===== config.mk =====
export PLATFORM = sky130hd
export DESIGN_NAME = bcd_conv_seq
export DESIGN_NICKNAME = d
export VERILOG_FILES = /design/src/rtl/bcd_conv_seq.sv
export SDC_FILE = /design/constraint.sdc
export NUM_CORES = 1
export LEC_CHECK = 0
export ABC_AREA = 1
export BUFFER_PORTS_ARGS = -buffer_cell sky130_fd_sc_hd__buf_4
export CAP_MARGIN = 20
export CORE_MARGIN = 5
export CORE_UTILIZATION = 35
export CTS_BUF_LIST = sky130_fd_sc_hd__clkbuf_4
export DETAILED_ROUTE_END_ITERATION = 12
export GPL_TIMING_DRIVEN = 1
export MAX_ROUTING_LAYER = met4
export PLACE_DENSITY = 0.53
export RECOVER_POWER = 25
export SKIP_LAST_GASP = 1
export SLEW_MARGIN = 20
export SYNTH_ARGS = -nofsm -noshare
export SYNTH_HDL_FRONTEND = slang
export SYNTH_SLANG_ARGS = --single-unit
export TNS_END_PERCENT = 10

===== constraint.sdc =====
create_clock -name clk -period 2.46 [get_ports clk]
set_clock_uncertainty 0.2 [all_clocks]
set_input_delay 0.123 -clock clk [delete_from_list [all_inputs] [get_ports clk]]
set_output_delay 0.123 -clock clk [all_outputs]
set_load 0.1 [all_outputs]

===== src/rtl/bcd_conv_seq.sv =====
// rtl/bcd_conv_seq.sv - sequential binary-to-BCD converter (shift-and-add-3, one bit per clock)
//
// Ports:
//   clk    system clock, rising-edge active
//   res    asynchronous active-high reset
//   start  conversion request; accepted only while idle
//   bin    binary value, sampled on an accepted start
//   bcd    registered result, digit i at [4i+3:4i], digit 0 = ones
//   busy   high while a conversion is in progress
//   done   one-cycle pulse when bcd is updated
//   blank  (only with BCD_BLANK_EN) leading-zero blanking per digit, blank[0] always 0
//
// Optional feature macro: BCD_BLANK_EN

module bcd_conv_seq #(
    parameter int WIDTH  = 8,
    parameter int DIGITS = 3
) (
    input  logic                  clk,
    input  logic                  res,
    input  logic                  start,
    input  logic [WIDTH-1:0]      bin,
    output logic [4*DIGITS-1:0]   bcd,
    output logic                  busy,
    output logic                  done
`ifdef BCD_BLANK_EN
    ,
    output logic [DIGITS-1:0]     blank
`endif
);

    localparam int CW = (WIDTH > 1) ? $clog2(WIDTH) : 1;

    localparam logic [1:0] S_IDLE  = 2'd0;
    localparam logic [1:0] S_SHIFT = 2'd1;
    localparam logic [1:0] S_DONE  = 2'd2;

    logic [1:0]          state;
    logic [WIDTH-1:0]    sreg;
    logic [4*DIGITS-1:0] scratch;
    logic [4*DIGITS-1:0] adj;
    logic [4*DIGITS-1:0] scratch_nx;
    logic [CW-1:0]       cnt;

    // Add 3 to each digit >= 5 independently (no inter-digit carry), then
    // shift the next binary bit in. The top digit's shifted-out MSB is
    // dropped; it is always zero when DIGITS is sized correctly.
    always_comb begin
        adj = scratch;
        for (int i = 0; i < DIGITS; i++) begin
            if (scratch[4*i +: 4] >= 4'd5) begin
                adj[4*i +: 4] = scratch[4*i +: 4] + 4'd3;
            end
        end
        scratch_nx = (adj << 1) | {{(4*DIGITS-1){1'b0}}, sreg[WIDTH-1]};
    end

`ifdef BCD_BLANK_EN
    logic [DIGITS-1:0] blank_nx;
    logic              zero_above;

    // A digit is blanked when it and every more significant digit are zero;
    // the ones digit is never blanked so a zero result still shows "0".
    always_comb begin
        blank_nx   = '0;
        zero_above = 1'b1;
        for (int i = DIGITS - 1; i >= 1; i--) begin
            zero_above  = zero_above & (scratch[4*i +: 4] == 4'd0);
            blank_nx[i] = zero_above;
        end
    end
`endif

    always_ff @(posedge clk or posedge res) begin
        if (res) begin
            state   <= S_IDLE;
            sreg    <= '0;
            scratch <= '0;
            cnt     <= '0;
            bcd     <= '0;
            busy    <= 1'b0;
            done    <= 1'b0;
`ifdef BCD_BLANK_EN
            blank   <= '0;
`endif
        end else begin
            done <= 1'b0;
            case (state)
                S_IDLE: begin
                    if (start) begin
                        sreg    <= bin;
                        scratch <= '0;
                        cnt     <= '0;
                        busy    <= 1'b1;
                        state   <= S_SHIFT;
                    end
                end
                S_SHIFT: begin
                    scratch <= scratch_nx;
                    sreg    <= sreg << 1;
                    cnt     <= cnt + 1'b1;
                    // cnt holds the index of the bit being shifted this edge.
                    if (cnt == CW'(WIDTH - 1)) begin
                        state <= S_DONE;
                    end
                end
                S_DONE: begin
                    bcd   <= scratch;
                    done  <= 1'b1;
                    busy  <= 1'b0;
`ifdef BCD_BLANK_EN
                    blank <= blank_nx;
`endif
                    state <= S_IDLE;
                end
                default: begin
                    state <= S_IDLE;
                end
            endcase
        end
    end

endmodule

---- Word level (Yosys, flattened, before mapping) ----
Index checks and enable logic that the tools add are counted.
cells by class
  add/subtract/negate cells ............... 4
  order comparisons ....................... 3
  equal/unequal tests ..................... 5
  muxes and demuxes ....................... 15
  bitwise logic cells ..................... 1
  reductions and logical operators ........ 6
operators by type and width
  operator                                                                             number
  12-bit one-hot mux with 2 select lines                                               1
  8-bit one-hot mux with 2 select lines                                                1
  4-bit by 3-bit greater-or-equal comparator with 1-bit output, second input constant  3
  12-bit two-way mux                                                                   1
  12-bit by 1-bit OR with 12-bit output                                                1
  4-bit by 2-bit adder with 4-bit output, second input constant                        2
  4-bit two-way mux                                                                    2
  8-bit two-way mux                                                                    1
  3-bit two-way mux                                                                    2
  3-bit one-hot mux with 2 select lines                                                1
  2-bit AND reduction                                                                  3
  2-bit two-way mux                                                                    2
  2-bit inequality test, second input constant                                         2
  2-bit one-hot mux with 2 select lines                                                1
  2-bit nonzero test                                                                   2
  3-bit by 1-bit adder with 3-bit output, second input constant                        1
  3-bit by 2-bit adder with 3-bit output, second input constant                        1
  3-bit equality test, second input constant                                           1
  2-bit by 1-bit equality test with 1-bit output, second input constant                1
  2-bit equality test, second input constant                                           1
  2-bit zero test                                                                      1
  1-bit two-way mux                                                                    2
  1-bit one-hot mux with 2 select lines                                                1
storage, ports and cells
  register bits after elaboration ......... 39
  input port bits ......................... 11

---- Depth between registers and ports, before layout ----
Gate-level depths: netlist (run 1).
  depth after elaboration ................. 4
  gate-level depth with buffers ........... 8
  mapped depth without buffers ............ 8

---- Least setup slack after synthesis (run 1) ----
OpenSTA, ideal clock, no wires.
  kind .................................... reg-to-reg
  start ................................... reg bcd[10] (netlist name)
  end ..................................... reg bcd[10]
  data arrival time ....................... 1.088 ns
  slack ................................... 1.096 ns
  cell stages (with the launch flop) ...... 3
  clock period less this slack ............ 1.364 ns
  cells stage by stage .................... dfrtp_1 nand2_1 o21ai_1
RTL lines
  element                 line  text
  end signal: assignment  108   bcd <= scratch;
  end: declaration        23    output logic [4*DIGITS-1:0] bcd,

---- Worst setup path in the final report (run 1) ----
  start ................................... reg state[1]
  end ..................................... reg sreg[6]
on the way
  cells in the longest elaborated chain, start to end .. 3
  elaborated cells on any way between the ends .. 6
  classes of those cells .................. eq/ne (2); mux (1); reduce/logical (3)
RTL lines
  element                                                                                   line  text
  start: declaration                                                                        38    logic [1:0] state;
  start signal: assignment                                                                  76    state <= S_IDLE;
  start signal: assignment                                                                  95    state <= S_SHIFT;
  start signal: assignment                                                                  104   state <= S_DONE;
  2-bit by 1-bit equality test with 1-bit output / 2-bit zero test (equally long branches)  88    case (state)
  2-bit nonzero test (no source line) / 2-bit inequality test (equally long branches)       n/a
  2-bit AND reduction (no source line)                                                      n/a
  end signal: assignment                                                                    91    sreg <= bin;
  end signal: assignment                                                                    100   sreg <= sreg << 1;
  end: declaration                                                                          39    logic [WIDTH-1:0] sreg;
Several ways; a longest one is shown, not always the timed one.
A chain may end at the register's enable or synchronous reset.

==> results by group, run 1 <==
Setup path
  – CP max stage delay: 0.39 ns
  – Reg2Reg Setup Slack: 0.72 ns
  – Top delay family on crit path: simple AND/OR/NAND/NOR gates
  – Worst R2R End: sreg[6]$_DFFE_PP0P_
  – Worst r2r src: state[1]$_DFFE_PP0P_
  – Crit path capture type: register
  – WP buf/inv: 2
  – Startpoint class of the critical path: register
  – Most used cell, CP: nand2_1
  – Crit path required time: 2.49 ns
  – CP cell instances: inv_1 -> nand2_2 -> nand2_1 -> inv_2 -> nand2_1 -> o21ai_0
  – Kind of critical path: register to register
  – Critical path peak fanout: 15
  – Worst r2r path cells: 6
  – Slowest cell on the critical path: dfrtp_1
  – WP data arrival: 1.77 ns

Timing
  – Count of final setup violators: 0
  – Final period util: 70.77%
  – RSZ-0062 raised after global routing: false
  – PnR worst setup slack: a little over 0.7 ns
  – Setup TNS: 0 ns
  – Final Critical Period: 1.741 ns
  – Slew of the pin with the lowest slew margin: 0.9364 ns
  – Final max-slew violation count: 0
  – Fmax: 574.4 MHz
  – Final Hold Vio Count: 0
  – Max-Slew Margin vs Limit: 37.57%

Synth
  – Async SR Flop Fraction: 100.0%
  – Synth cell types: 20
  – Post-synth top cells: nand2_1 (67), dfrtp_1 (39), inv_1 (21)
  – Post-synth EDFFs: 0
  – Seq cells post-synth: 39
  – Syn_nets: 233
  – Leading area contributor after synthesis: dfrtp_1
  – Ranking of synthesized cells by area: dfrtp_1 (53%), nand2_1 (14%), ha_1 (5.5%)
  – Area of the mapped netlist: 1829 um^2
  – Sequential area share after synthesis: 53.35%
  – Synth top area share: between 50% and 60%
  – Post-synthesis cell count: 214
  – Most frequent cell after synthesis: nand2_1
  – Warnings, synthesis: 0
  – Post-synth top flop: dfrtp_1
  – Syn_area_per_cell: 8.548 um^2

Layout
  – Diodes inserted: 0
  – Share of layout cells above drive strength 1: 14.00%
  – Nets: around 270
  – Fillcell total: between 500 and 600
  – Finished Layout Cells: 320
  – Layout area overhead: 21.41%

Clock tree
  – CTS H-tree lvls: 2
  – Num CTS Buffers: 5
  – Clock-pin transition on the worst setup and hold timing paths: 0.12 ns
  – CTS tree: yes
  – Clk_lat worst skew: 0.34 ns
  – Post-CTS Hold Fix Bufs: 10
  – Post-CTS Resized: 0
  – Longest Clk Path Bufs: 2
  – CTS sink count: 39
  – Clk root buf: clkbuf_4
  – Post-CTS setup buffer count: 0

Routing
  – Final WL: ~3700 um
  – Antenna-violating nets left: 0
  – Drt wl/cell: 11.58 um
  – DR iter-0 viols: 45
  – Vias: 1453
  – Drt first pass iters: 4
  – DRC: 0
  – Via density: 4.541

Hold path
  – Hold_sp: start
  – Hold endpoint: busy$_DFFE_PP0P_
  – HP Class: input port to register
  – WHS Path Cells: 5

Job
  – Maxcap violations: 0

Floorplan
  – Die Wd: 82.30 um
  – Die H: slightly above 80 um
  – Die area: between 6000 and 7000 um^2
  – Core area: ~5100 um^2
  – Initial core utilization: a little over a third
  – I/O pin count: 25
  – Standard-cell rows: 26

Global route
  – Largest net degree at the start of global routing: 40
  – Number of global-route vias before repair: 1410
  – First-pass GRT wire length: 6423 um
  – GRT overflow: 0
  – Initial antenna violation count: 0
  – Total GRT Usage: about an eighth

Placed design
  – Final Wtd Congestion: 0.8007
  – Setup slack after placement: 0.6884 ns
  – IO buf count: 24
  – Placed Cells: around 300
  – Dpl hpwl: 2526 um

Status
  – Status: finished clean
-- stage by stage --
stage          area [um^2]  util (%)  hold WS, ns
6_report              2221     43.48      0.01933
5_1_grt               2221     43.48      0.03406
4_1_cts               2226     43.58     0.002990
3_5_place_dp          2049     40.13      0.08943
3_3_place_gp          2049     40.13      0.08373
2_1_floorplan         1829         -      0.06857
-- state kept, by name, summed over array words and instances (netlist names) --
name,flops
scratch,12
done,1
cnt,3
sreg,8
state,2
bcd,12
busy,1
-- logic make-up after synthesis --
kind of cell	share of synthesized area, %
AND/OR/NAND/NOR	23.60
flip-flops	53.35
AO/OA/AOI/OAI	9.781
buffers and inverters	7.797
adder cells (fa/ha/maj)	5.472
-- layer usage --
| metal | vias up | share of wire [%] | routed length [um] | GRT usage (%) |
|---|---|---|---|---|
| li1 | 763 | - | - | - |
| met1 | 655 | 48 | 1783 | 15.37 |
| met2 | 29 | 45 | 1676 | 20.83 |
| met3 | 6 | 5.2 | 191 | 3.905 |
| met4 | 0 | 1.5 | 56 | 3.987 |
| met5 | - | 0 | 0 | - |
-- worst min-delay path, stage by stage --
cell and delay [ns]:
buf_4 0.11, nand2_1 0.07, inv_1 0.09, nand2_1 0.09
nand2_1 0.05
-- cells in the final DEF, fill, tap and decap left out, types with 2 or more instances in the layout --
cell type / count
buf_4: 23
clkbuf_4: 6
clkinv_2: 2
dfrtp_1: 39
dlygate4sd3_1: 10
ha_1: 8
inv_1: 21
nand2_1: 67
nand3_1: 20
nand4_1: 6
nor2_1: 9
o21ai_0: 15
o21ai_1: 14
o21bai_1: 2
-- worst max-delay path by stage --
stage                               startpoint  slack [ns]  cells past startpoint                  end
final                     state[1]$_DFFE_PP0P_        0.72                      6  sreg[6]$_DFFE_PP0P_
after global routing      state[0]$_DFFE_PP0P_        0.53                      5  sreg[3]$_DFFE_PP0P_
after CTS                 state[1]$_DFFE_PP0P_        0.68                      6  sreg[6]$_DFFE_PP0P_
after floorplan            bcd[10]$_DFFE_PP0P_        1.10                      2  bcd[10]$_DFFE_PP0P_
after global placement    state[1]$_DFFE_PP0P_        0.76                      6  sreg[3]$_DFFE_PP0P_
after detailed placement  state[1]$_DFFE_PP0P_        0.69                      6  sreg[6]$_DFFE_PP0P_
-- cell type report --
class | instances | area, um^2 | share of cell area, %
Sequential cell | 39 | 975.9 | 43.94
Multi-Input combinational cell | 145 | 708.2 | 31.89
Timing Repair Buffer | 35 | 285.3 | 12.85
Inverter | 23 | 87.58 | 3.944
Tap cell | 70 | 87.58 | 3.944
Clock inverter | 3 | 38.79 | 1.746
Clock buffer | 5 | 37.54 | 1.690
Power of run 1 is left out: the tool's default activity adds up to more than one toggle a clock period on the data nets, which glitch-free logic cannot reach.
==> run 2: changes to the inputs <==
--- a/config.mk
+++ b/config.mk
@@ -14,7 +14,7 @@
 export DETAILED_ROUTE_END_ITERATION = 12
 export GPL_TIMING_DRIVEN = 1
 export MAX_ROUTING_LAYER = met4
-export PLACE_DENSITY = 0.53
+export PLACE_DENSITY = 0.55
 export RECOVER_POWER = 25
 export SKIP_LAST_GASP = 1
 export SLEW_MARGIN = 20
==> constraint.sdc (replaced) <==
create_clock -name clk -period 1.6 [get_ports clk]
set_clock_uncertainty 0.2 [all_clocks]
set_input_delay 0.08 -clock clk [delete_from_list [all_inputs] [get_ports clk]]
set_output_delay 0.08 -clock clk [all_outputs]
set_load 0.1 [all_outputs]
==> run 2 against run 1 <==
Compared with the run above:
- global-route usage is 0.58 points higher
- setup slack worse by 0.62 ns
- final area is 0.85% higher
- hold slack better by 0.21 ns
- count of clock-buffer cells in the layout is 1 higher
- flip-flop and latch count stayed put
- sequential share of layout area is 0.37 points lower
- final cell count is 1.6% higher
==> results by group, run 2 (synthesis gave the netlist of run 1 again) <==
Status
  – Status: finished clean

Floorplan
  – Die Wd: 82.30 um (unchanged)
  – Core area: 5107 um^2 (unchanged)
  – I/O pin count: 25 (unchanged)
  – Die area: 6772 um^2 (unchanged)
  – Standard-cell rows: 26 (unchanged)
  – Die H: 82.30 um (unchanged)
  – Initial core utilization: 35.82% (unchanged)

Layout
  – Nets: 273 (+1.9%)
  – Layout area overhead: 22.44%
  – Largest regs: bcd x12, scratch x12, sreg x8
  – Fillcell total: 528 (-0.75%)
  – Commonest non-fill, non-tap cells in the layout: nand2_1 (67), dfrtp_1 (39), buf_4 (28)
  – Share of layout cells above drive strength 1: 16.08% (+2.1 points)
  – Most common cell after layout, fill and taps aside: nand2_1
  – Diodes inserted: 0 (unchanged)

Timing
  – RSZ-0062 raised after global routing: false
  – Final period util: 93.72% (+23 points)
  – Slew of the pin with the lowest slew margin: 0.8626 ns (-0.07389 ns)
  – Max-Slew Margin vs Limit: 42.50% (+4.9 points)
  – Fmax: 666.9 MHz (+16%)
  – Final max-slew violation count: 0 (unchanged)
  – Min Hold Slack: 0.2301 ns (+0.2107 ns)
  – Final Hold Vio Count: 0 (unchanged)
  – Setup TNS: 0 ns (unchanged)
  – Final Critical Period: 1.500 ns (-0.2415 ns)
  – Count of final setup violators: 0 (unchanged)

Routing
  – DRC: 0 (unchanged)
  – Drt first pass iters: 4 (unchanged)
  – Final WL: 3932 um (+6.1%)
  – Drt wl/cell: 12.10 um (+4.4%)
  – Via density: 4.671 (+2.9%)
  – Antenna-violating nets left: 0 (unchanged)
  – Vias: 1518 (+4.5%)
  – DR iter-0 viols: 48 (+6.7%)

Global route
  – Total GRT Usage: 13.45% (+0.58 points)
  – Initial antenna violation count: 0 (unchanged)
  – Number of global-route vias before repair: 1464 (+3.8%)
  – First-pass GRT wire length: 6699 um (+4.3%)
  – GRT overflow: 0 (unchanged)
  – Largest net degree at the start of global routing: 40 (unchanged)

Setup path
  – Kind of critical path: register to register
  – CP startpoint: scratch[0]$_DFFE_PP0P_
  – Slowest cell on the critical path: dfrtp_1
  – Crit path capture type: register
  – Worst R2R End: scratch[1]$_DFFE_PP0P_
  – Most used cell, CP: nand2_1
  – CP max stage delay: 0.43 ns (+0.04 ns)
  – WP data arrival: 1.55 ns (-0.22 ns)
  – Critical Path Sink: scratch[1]$_DFFE_PP0P_
  – WP buf/inv: 2 (unchanged)
  – Worst r2r src: scratch[0]$_DFFE_PP0P_
  – Critical path depth in cells: 8 (+2)
  – Crit path required time: 1.65 ns (-0.84 ns)
  – CP cell instances: inv_1 -> ha_1 -> inv_1 -> nand2_1 -> nand3_2 -> nand2_1 -> nand3_1 -> nand2_1
  – Worst r2r path cells: 8 (+2)
  – Critical path peak fanout: 4 (-11)
  – Startpoint class of the critical path: register
  – Top delay family on crit path: simple AND/OR/NAND/NOR gates
  – Reg2Reg Setup Slack: 0.10 ns (-0.62 ns)

Job
  – Maxcap violations: 0 (unchanged)

Placed design
  – Dpl hpwl: 2594 um (+2.7%)
  – Final Wtd Congestion: 0.8857 (+11%)
  – IO buf count: 24 (unchanged)

Clock tree
  – CTS sink count: 39 (unchanged)
  – Clock-pin transition on the worst setup and hold timing paths: 0.12 ns (about the same)
  – Post-CTS setup buffer count: 0 (unchanged)
  – CTS tree: yes
  – Clk_lat worst skew: 0.35 ns (about the same)
  – Longest Clk Path Bufs: 2 (unchanged)
  – CTS H-tree lvls: 2 (unchanged)
  – Num CTS Buffers: 5 (unchanged)
  – Clk root buf: clkbuf_4

Hold path
  – WHS Path Cells: 1 (-4)
  – HP Class: register to register
[run 2: cell types whose count changed in the layout (fill, tap and decap cells not counted), sizes merged]
cell / delta
buf: +6
bufinv: -1
[run 2: what timing repair did]
action,CTS,global route
setup endpoints to repair,0,2
hold buffers,10,0
gates resized for setup,0,2
hold endpoints to repair,48,0
[run 2: worst min path at each step]
stage | start | end | slack, ns
detailed placement | res | scratch[10]$_DFFE_PP0P_ | 0.04
CTS | res | scratch[7]$_DFFE_PP0P_ | 0.21
global route | state[1]$_DFFE_PP0P_ | state[1]$_DFFE_PP0P_ | 0.24
global placement | res | scratch[10]$_DFFE_PP0P_ | 0.04
finish | state[1]$_DFFE_PP0P_ | state[1]$_DFFE_PP0P_ | 0.23
floorplan | bin[0] | sreg[0]$_DFFE_PP0P_ | 0.03
[run 2: stage by stage]
stage          util (%)  worst slack, ns  cells  cell area, um^2
6_report          43.85           0.1004    325             2240
5_1_grt           43.85         0.005164    325             2240
4_1_cts           43.85          0.07750    325             2240
3_5_place_dp      40.86          0.09876    307             2087
3_3_place_gp      40.86           0.1130    307             2087
2_1_floorplan         -           0.2361    214             1829
[run 2: routing by layer]
layer  vias up  track usage (%)  wire length [um]
li1        775                -                 -
met1       712            15.96              1790
met2        24            21.15              1913
met3         7            3.688               164
met4         0            6.312                63
met5         -                -                 0
[run 2: worst reg2reg max path, cell delays in order, from the launching register on]
cell	delay, ns
dfrtp_1	0.43
inv_1	0.08
ha_1	0.20
inv_1	0.05
nand2_1	0.10
nand3_2	0.12
nand2_1	0.07
nand3_1	0.08
nand2_1	0.07
[run 2: area by class of cell]
class | instances | area [um^2] | share of cell area, %
multi-input combinational | 145 | 713.2 | 31.84
clock inverter | 2 | 7.507 | 0.3352
clock buffer | 6 | 45.04 | 2.011
inverter | 23 | 87.58 | 3.911
sequential | 39 | 975.9 | 43.58
timing repair buffer | 40 | 322.8 | 14.41
tap | 70 | 87.58 | 3.911
Power of run 2 is left out for the same reason.
